File: config.mk
export PLATFORM = sky130hd
export DESIGN_NAME = debug_frame_tx_flat
export DESIGN_NICKNAME = d
export VERILOG_FILES = /design/src/rtl/debug_frame_tx_if.sv /design/src/rtl/debug_frame_tx.sv /design/src/flat_wrapper.sv
export SDC_FILE = /design/constraint.sdc
export NUM_CORES = 1
export LEC_CHECK = 0
export CAP_MARGIN = 40
export CORE_AREA = 5 5 153 169
export CTS_CLUSTER_SIZE = 25
export DETAILED_ROUTE_END_ITERATION = 16
export DIE_AREA = 0 0 158 174
export GPL_ROUTABILITY_DRIVEN = 0
export PLACE_DENSITY = 0.76
export SLEW_MARGIN = 15
export SYNTH_ARGS = -nofsm -noshare
export SYNTH_HDL_FRONTEND = slang
export SYNTH_SLANG_ARGS = --single-unit
File: constraint.sdc
create_clock -name i_clock -period 6.21 [get_ports i_clock]
set_input_delay 0.621 -clock i_clock [delete_from_list [all_inputs] [get_ports i_clock]]
set_output_delay 0.621 -clock i_clock [all_outputs]
set_load 0.01 [all_outputs]
File: src/rtl/debug_frame_tx_if.sv
// Bus between the debug frame source, the frame serializer and the UART transmitter.
// Also carries the serializer state as a debug output.
interface debug_frame_tx_if #(
    parameter int NB_FRAME = 32,
    parameter int NB_BYTE  = 8
);
    // Handshakes:
    // - i_frame_valid is a strobe with no backpressure. One frame is offered on
    //   each high cycle; frames that find the FIFO full are dropped.
    // - o_tx_start is a one-cycle request carrying o_tx_data, which stays stable
    //   until the matching one-cycle i_tx_done arrives.
    logic [NB_FRAME-1:0] i_frame;
    logic                i_frame_valid;
    logic [NB_BYTE-1:0]  o_tx_data;
    logic                o_tx_start;
    logic                i_tx_done;
    logic                o_fifo_full;
    logic                o_overflow;
    logic                o_busy;
    logic [1:0]          o_state;

    modport master (
        output i_frame, i_frame_valid, i_tx_done,
        input  o_tx_data, o_tx_start, o_fifo_full, o_overflow, o_busy, o_state
    );

    modport slave (
        input  i_frame, i_frame_valid, i_tx_done,
        output o_tx_data, o_tx_start, o_fifo_full, o_overflow, o_busy, o_state
    );
endinterface

File: src/rtl/debug_frame_tx.sv
// Buffers debug frames in a small FIFO and sends each one to a UART as bytes,
// most significant byte first.
module debug_frame_tx #(
    parameter int NB_FRAME   = 32,
    parameter int NB_BYTE    = 8,
    parameter int LOG2_DEPTH = 3
) (
    input  logic             i_clock,
    input  logic             i_reset,
    debug_frame_tx_if.slave  bus
);
    localparam int DEPTH     = 2 ** LOG2_DEPTH;
    localparam int NUM_BYTES = NB_FRAME / NB_BYTE;
    localparam int IDX_W     = (NUM_BYTES > 1) ? $clog2(NUM_BYTES) : 1;
    localparam int CNT_W     = LOG2_DEPTH + 1;

    localparam logic [CNT_W-1:0] FULL_CNT = CNT_W'(DEPTH);
    localparam logic [IDX_W-1:0] LAST_IDX = IDX_W'(NUM_BYTES - 1);

    typedef enum logic [1:0] {
        ST_IDLE = 2'd0,
        ST_LOAD = 2'd1,
        ST_SEND = 2'd2,
        ST_WAIT = 2'd3
    } state_t;

    state_t state_q, state_d;

    logic [NB_FRAME-1:0]   mem [DEPTH];
    logic [LOG2_DEPTH-1:0] wr_ptr_q, rd_ptr_q;
    logic [CNT_W-1:0]      count_q;
    logic                  overflow_q;
    logic [NB_FRAME-1:0]   shift_q;
    logic [IDX_W-1:0]      idx_q;

    logic fifo_full, fifo_empty;
    logic push, pop, drop;
    logic last_byte_done;

    assign fifo_full  = (count_q == FULL_CNT);
    assign fifo_empty = (count_q == '0);

    // The only pop happens in LOAD. The FSM enters LOAD only when the FIFO is
    // non-empty, so a pop never underflows. A pop in the same cycle frees a
    // slot for a push.
    assign pop  = (state_q == ST_LOAD);
    assign push = bus.i_frame_valid & (~fifo_full | pop);
    assign drop = bus.i_frame_valid & fifo_full & ~pop;

    assign last_byte_done = (state_q == ST_WAIT) & bus.i_tx_done & (idx_q == LAST_IDX);

    always_ff @(posedge i_clock) begin
        if (!i_reset && push) begin
            mem[wr_ptr_q] <= bus.i_frame;
        end
    end

    always_ff @(posedge i_clock) begin
        if (i_reset) begin
            wr_ptr_q   <= '0;
            rd_ptr_q   <= '0;
            count_q    <= '0;
            overflow_q <= 1'b0;
        end else begin
            if (push) begin
                wr_ptr_q <= wr_ptr_q + 1'b1;
            end
            if (pop) begin
                rd_ptr_q <= rd_ptr_q + 1'b1;
            end
            case ({push, pop})
                2'b10:   count_q <= count_q + CNT_W'(1);
                2'b01:   count_q <= count_q - CNT_W'(1);
                default: count_q <= count_q;
            endcase
            if (drop) begin
                overflow_q <= 1'b1;
            end
        end
    end

    always_ff @(posedge i_clock) begin
        if (i_reset) begin
            state_q <= ST_IDLE;
        end else begin
            state_q <= state_d;
        end
    end

    always_comb begin
        state_d = state_q;
        case (state_q)
            ST_IDLE: begin
                if (!fifo_empty) begin
                    state_d = ST_LOAD;
                end
            end
            ST_LOAD: state_d = ST_SEND;
            ST_SEND: state_d = ST_WAIT;
            ST_WAIT: begin
                if (bus.i_tx_done) begin
                    state_d = last_byte_done ? ST_IDLE : ST_SEND;
                end
            end
            default: state_d = ST_IDLE;
        endcase
    end

    // The byte on o_tx_data is always the top byte of the shift register.
    // It therefore stays stable through WAIT and changes only when the next
    // byte is shifted in.
    always_ff @(posedge i_clock) begin
        if (i_reset) begin
            shift_q <= '0;
            idx_q   <= '0;
        end else if (state_q == ST_LOAD) begin
            shift_q <= mem[rd_ptr_q];
            idx_q   <= '0;
        end else if ((state_q == ST_WAIT) && bus.i_tx_done && !last_byte_done) begin
            shift_q <= shift_q << NB_BYTE;
            idx_q   <= idx_q + 1'b1;
        end
    end

    assign bus.o_tx_data   = shift_q[NB_FRAME-1 -: NB_BYTE];
    assign bus.o_tx_start  = (state_q == ST_SEND);
    assign bus.o_fifo_full = fifo_full;
    assign bus.o_overflow  = overflow_q;
    assign bus.o_busy      = ~fifo_empty | (state_q != ST_IDLE);
    assign bus.o_state     = state_q;

endmodule
File: src/flat_wrapper.sv
// flat-port wrapper written by rule: the top's interface ports become plain ports
module debug_frame_tx_flat 
#(
    parameter int NB_FRAME   = 32,
    parameter int NB_BYTE    = 8,
    parameter int LOG2_DEPTH = 3
)
  (i_clock, i_reset, bus_i_frame, bus_i_frame_valid, bus_i_tx_done, bus_o_tx_data, bus_o_tx_start, bus_o_fifo_full, bus_o_overflow, bus_o_busy, bus_o_state);
  debug_frame_tx_if #(.NB_FRAME(NB_FRAME), .NB_BYTE(NB_BYTE)) bus_i ();
  input  logic i_clock;
  input  logic i_reset;
  input wire logic [$bits(bus_i.i_frame)-1:0] bus_i_frame;
  input wire logic [$bits(bus_i.i_frame_valid)-1:0] bus_i_frame_valid;
  input wire logic [$bits(bus_i.i_tx_done)-1:0] bus_i_tx_done;
  output wire logic [$bits(bus_i.o_tx_data)-1:0] bus_o_tx_data;
  output wire logic [$bits(bus_i.o_tx_start)-1:0] bus_o_tx_start;
  output wire logic [$bits(bus_i.o_fifo_full)-1:0] bus_o_fifo_full;
  output wire logic [$bits(bus_i.o_overflow)-1:0] bus_o_overflow;
  output wire logic [$bits(bus_i.o_busy)-1:0] bus_o_busy;
  output wire logic [$bits(bus_i.o_state)-1:0] bus_o_state;
  assign bus_i.i_frame = bus_i_frame;
  assign bus_i.i_frame_valid = bus_i_frame_valid;
  assign bus_i.i_tx_done = bus_i_tx_done;
  assign bus_o_tx_data = bus_i.o_tx_data;
  assign bus_o_tx_start = bus_i.o_tx_start;
  assign bus_o_fifo_full = bus_i.o_fifo_full;
  assign bus_o_overflow = bus_i.o_overflow;
  assign bus_o_busy = bus_i.o_busy;
  assign bus_o_state = bus_i.o_state;
  debug_frame_tx #(.NB_FRAME(NB_FRAME), .NB_BYTE(NB_BYTE), .LOG2_DEPTH(LOG2_DEPTH)) u_core (.i_clock(i_clock), .i_reset(i_reset), .bus(bus_i));
endmodule
==> results.toml, run 1 <==
[synthesis]
yosys_warnings = 0
synth_edf_count = 256
syn_nets = 654
ys_types = 40
synth_compound_area_share_pct = 3.82
async_reset_ff_share_pct = 0
synthMuxAreaShare_pct = 16.4
synth_top_family_by_area = "multiplexers"
yosysSeqAreaShare_pct = 74.1
synthAdderAreaFrac_pct = 0.427
synth-simple-area-share_pct = 2.73
syn_area_per_cell_sq_um = 19.1
synth_flop_cell = "edfxtp_1"
syn_area_sq_um = 11700
synth-xor-area-share_pct = 0.373
synth_cells = 614
ys_ff_latch = 306

[detailed_routing]
ant_nets = 0
wl_um = 22500
vias = 5728
wire_per_inst_um = 22.6
drt_iter0_drc = 463
dr.pass1.iters = 4
drt-vias-per-instance = 5.74
drc_errors = 0

[hold_path]
hold_path.class = "reg -> reg"

[clock_tree]
htree_levels = 1
cts_setup_buffers = 0
cts.sinks = 306
cts_buffer_depth = 3
postCtsHoldBufs = 0
cts_buffers = 27
cts_tree = "yes"
ctsResizeCount = 0
clk-insertion-delay-late_ps = 530
cts_root_buf = "clkbuf_16"
path_clk_slew_ps = 60

[critical_path]
cp_slowest_cell = "nor2b_1"
critPathBufInv = 2
end_kind = "flip-flop"
crit_family = "simple AND/OR/NAND/NOR gates"
cp.arrival_ps = 3050
critPathMaxFanout = 19
cpPeakStageDelay_ps = 550
crit_path_cell_trace = "nor2b_1 -> o21ai_4 -> or2_2 -> nor3_2 -> buf_4 -> buf_4"
startpoint_type = "flip-flop"
crit_top_cell = "buf_4"
crit_type = "reg -> reg"
required_ps = 6410

[grt]
antenna_found_initial = 1
grt_use_total_pct = 16.6
first_global_vias = 6154
grt-ovfl-total = 0
grt_max_degree = 51
grt_pass1_wl_um = 35500

[die]
die_w_um = 158
core_area_sq_um = 24100
die_area_sq_um = 27500
initial_core_util_pct = 48.7
io_pins = 50
row_count = 60
die_h_um = 174

[placement]
dp.cells = 949
dpl_worst_slack_ps = 2920
dp.final_hpwl_um = 13800
port_buffers = 49

[sta]
max_slew_margin_pct = 43.5
finalHoldViolCount = 0
slew_violations = 0
finalSetupViolCount = 0
min_period_ps = 2850
fmax_mhz = 351
min_period_over_period_pct = 45.9
fin_tns_setup_ps = 0
rsz0062_at_grt = "no"
finalWorstSetupSlack_ps = 3360
worst_pin_slew_ps = 844
fin_skew_ps = 15.2

[power_and_ir_drop]
power.leakage_uw = 0.00440
max-vdd-ir-drop_uv = 190
powerDensity_nw_per_um2 = 374

[outcome]
status = "complete, no violations"

[cells_and_area]
nets = 708
post-route-util_pct = 56.1
drive_gt1_share_pct = 17.9
final_cells = 998
fill_cells = 1709
area_growth_pct = 15.2
num_antenna_cells = 0

[job]
max_cap_viol_count = 0
power breakdown:
part / total, uW / switching [uW] / internal, uW
logic: 849 / 396 / 453
registers: 2500 / 153 / 2350
clock network: 1700 / 697 / 1010
cells in the mapped netlist (8+ instances only):
cell | number | area [sq um]
mux2i_1 | 86 | 861
clkbuf_1 | 10 | 37.5
o22ai_1 | 23 | 144
a22oi_1 | 18 | 135
buf_4 | 18 | 135
nand2_1 | 8 | 30.0
mux4_2 | 46 | 1040
dfxtp_1 | 50 | 1000
buf_2 | 11 | 55.1
edfxtp_1 | 256 | 7690
nor2_1 | 18 | 67.6
a32o_1 | 8 | 80.1
per-layer routing:
metal | track usage [%] | wire (um) | vias up
met5 | 0 | 13 | -
met4 | 5.05 | 578 | 2
met3 | 2.32 | 1230 | 40
met2 | 28.4 | 11500 | 158
met1 | 22.1 | 9180 | 2941
li1 | - | - | 2587
kinds of logic (layout without fill, tap and decap cells):
| family | count (synthesis) | in the layout |
|---|---|---|
| DFF | 306 | 306 |
| muxes | 134 | 134 |
| AOI/OAI and AO/OA | 61 | 61 |
| and+or+nand+nor | 61 | 61 |
| buffers and inverters | 43 | 117 |
| xor gates and xnor gates | 5 | 5 |
| adders and majority gates | 4 | 4 |
flip-flops by register name, summed over array words and instances, names as in the netlist, named ones only:
signal / count
u_core.bus.o_overflow: 1
u_core.bus.o_state: 2
u_core.count_q: 4
u_core.idx_q: 2
u_core.mem: 256
u_core.rd_ptr_q: 3
u_core.shift_q: 32
u_core.wr_ptr_q: 3
cells in the final DEF (no fill, tap or decap), types with 8 or more instances in the layout:
cell type and instances:
edfxtp_1 256, mux2i_1 86, clkdlybuf4s50_1 49, dfxtp_1 48, mux4_2 46, clkbuf_16 27
o22ai_1 23, a22oi_1 18, nor2_1 16, buf_4 14, nand2_1 8, a32o_1 8
tightest hold or removal path: stages, from the launching register on:
cell and delay, ps:
dfxtp_1 330, a21oi_1 40, nor2_1 70
stage by stage:
step / hold WS, ps / cell area, sq um / total power [uW]
finish: 480 / 13500 / 5050
global route: 515 / 13500 / 5280
CTS: 487 / 13500 / 5110
detailed placement: 473 / 12600 / 3410
global placement: 456 / 12500 / 3350
floorplan: 441 / 11700 / 3160
final timing paths:
path	from	end	slack [ps]	cells after the start
setup reg to reg	u_core.bus.o_state[0]	u_core.mem[2][17]	3360	6
hold / removal	u_core.bus.o_overflow	u_core.bus.o_overflow	480	2
hold reg to reg	u_core.bus.o_overflow	u_core.bus.o_overflow	480	2
setup / recovery	u_core.bus.o_state[0]	u_core.mem[2][17]	3360	6
cell type report:
type                       instances  area [sq um]  share of cell area [%]
sequential                       306          8690                    64.3
multi-input combinational        265          2830                    20.9
clock buffer                      30           687                    5.08
timing repair buffer              67           681                    5.04
tap                              310           388                    2.87
clock inverter                    19           230                    1.70
inverter                           1          3.75                  0.0278
Power figures use the tool's default switching activity.
==> inputs of run 2 (changes only) <==
==> constraint.sdc (replaced) <==
create_clock -name i_clock -period 3 [get_ports i_clock]
set_input_delay 0.3 -clock i_clock [delete_from_list [all_inputs] [get_ports i_clock]]
set_output_delay 0.3 -clock i_clock [all_outputs]
set_load 0.01 [all_outputs]
==> run 2 against run 1 <==
  * Flip-flop and latch count unchanged
  * Via count up 1.4%
  * Wire length down 0.63%
  * Critical path type is now reg -> out
  * Critical path depth down 3
  * Critical endpoint is now bus_o_fifo_full
  * Combinational power up 120%
  * Non-clock buffer count up 3
  * Sequential power up 100%
  * Core utilization up 0.44 points
  * Worst hold slack worse by 23 ps
  * Global-route usage about the same
  * Cell area up 0.78%
==> results.toml, run 2 (synthesized netlist as in run 1, its figures left out) <==
[outcome]
status = "complete, no violations"

[sta]
max_slew_margin_pct = 46.5
min_period_over_period_pct = 83.0
worst_pin_slew_ps = 802
min_period_ps = 2490
finalSetupViolCount = 0
finalHoldViolCount = 0
whs_ps = 457
fin_skew_ps = 11.3
slew_violations = 0
fin_tns_setup_ps = 0
rsz0062_at_grt = "no"
fmax_mhz = 402

[hold_path]
hold_path.class = "in -> reg"
whs_endpoint = "u_core.bus.o_state[0]"
holdCritStartpoint = "bus_i_tx_done"
hold_depth = 4

[clock_tree]
cts_setup_buffers = 0
cts_buffer_depth = 3
cts_buffers = 29
cts_tree = "yes"
postCtsHoldBufs = 0
cts.sinks = 306
ctsResizeCount = 0
cts_root_buf = "clkbuf_16"
path_clk_slew_ps = 70
htree_levels = 1
clk-insertion-delay-late_ps = 540

[grt]
grt-ovfl-total = 0
grt_use_total_pct = 16.6
first_global_vias = 6199
grt_pass1_wl_um = 35400
grt_max_degree = 48
antenna_found_initial = 1

[detailed_routing]
drt-vias-per-instance = 5.77
wire_per_inst_um = 22.3
ant_nets = 0
dr.pass1.iters = 5
vias = 5809
drc_errors = 0
wl_um = 22400
drt_iter0_drc = 406

[critical_path]
critPathMaxFanout = 7
end_kind = "output pin"
rr_worst_depth = 6
required_ps = 2700
r2r_end = "u_core.count_q[2]"
crit_type = "reg -> out"
r2r_slack_ps = 840
cpPeakStageDelay_ps = 630
crit_path_cell_trace = "or4b_4 -> inv_1 -> clkdlybuf4s50_1"
cp.arrival_ps = 2190
startpoint_type = "flip-flop"
cp_slowest_cell = "or4b_4"
rr_startpoint = "u_core.bus.o_state[0]"

[cells_and_area]
largest_register = "u_core.mem"
layout_commonest_cell = "edfxtp_1"
largest_register_ffs = 256
fill_cells = 1734
drive_gt1_share_pct = 18.1
area_growth_pct = 16.1
nets = 713
mostFrequentLayoutCells = "edfxtp_1, mux2i_1, clkdlybuf4s50_1"
final_cells = 1006
num_antenna_cells = 0
top_regs = "u_core.mem (256), u_core.shift_q (32), u_core.count_q (4)"

[die]
die_area_sq_um = 27500
core_area_sq_um = 24100
die_h_um = 174
die_w_um = 158
initial_core_util_pct = 48.7
row_count = 60
io_pins = 50

[power_and_ir_drop]
max-vdd-ir-drop_uv = 487
power.leakage_uw = 0.00442
powerDensity_nw_per_um2 = 765

[placement]
port_buffers = 49
dp.cells = 952
dp.final_hpwl_um = 13400

[job]
max_cap_viol_count = 0
==> run 2: worst max-delay path, delay by kind of cell, from the launching register on <==
| kind | cells | cell delay [ps] |
|---|---|---|
| simple gates | 1 | 630 |
| buf+inv | 2 | 650 |
| flops | 1 | 380 |
==> run 2: area by class of cell <==
class,count,area (sq um),area share (%)
Sequential cell,306,8690,63.8
Multi-Input combinational cell,265,2860,21.0
Timing Repair Buffer,70,768,5.64
Clock inverter,20,160,1.18
Tap cell,310,388,2.85
Inverter,1,3.75,0.0276
Clock buffer,34,744,5.47
==> run 2: worst max-delay path by stage <==
stage	from	end	slack [ps]	cells past startpoint
finish	u_core.count_q[0]	bus_o_fifo_full	510	3
floorplan	u_core.bus.o_state[0]	u_core.mem[2][0]	-830	5
global placement	bus_i_frame_valid	u_core.mem[7][31]	510	3
detailed placement	bus_i_frame_valid	u_core.count_q[2]	410	7
CTS	u_core.count_q[0]	bus_o_fifo_full	490	3
global route	u_core.count_q[0]	bus_o_fifo_full	420	3
==> run 2: metal layers <==
layer	share of wire (%)	GRT usage, %	routed length (um)
met2	53	29.0	11900
met5	0.049	0	11
met1	39	21.7	8680
met4	2.1	4.59	478
met3	5.8	2.37	1290
==> run 2: metrics by stage <==
| stage | utilization (%) | setup WS (ps) | area, sq um | power (uW) |
|---|---|---|---|---|
| 2_1_floorplan | - | -831 | 11800 | 6550 |
| 3_3_place_gp | 52.6 | 507 | 12700 | 7010 |
| 3_5_place_dp | 52.8 | 410 | 12700 | 7080 |
| 4_1_cts | 56.5 | 495 | 13600 | 10500 |
| 5_1_grt | 56.5 | 424 | 13600 | 10800 |
| 6_report | 56.5 | 510 | 13600 | 10400 |
==> run 2: power by group <==
part	total (uW)	leakage, uW	switching [uW]	internal, uW
Sequential	5080	0.00272	217	4860
Clock	3430	0.000448	1480	1950
Combinational	1900	0.00125	913	987
Total	10400	0.00442	2610	7800
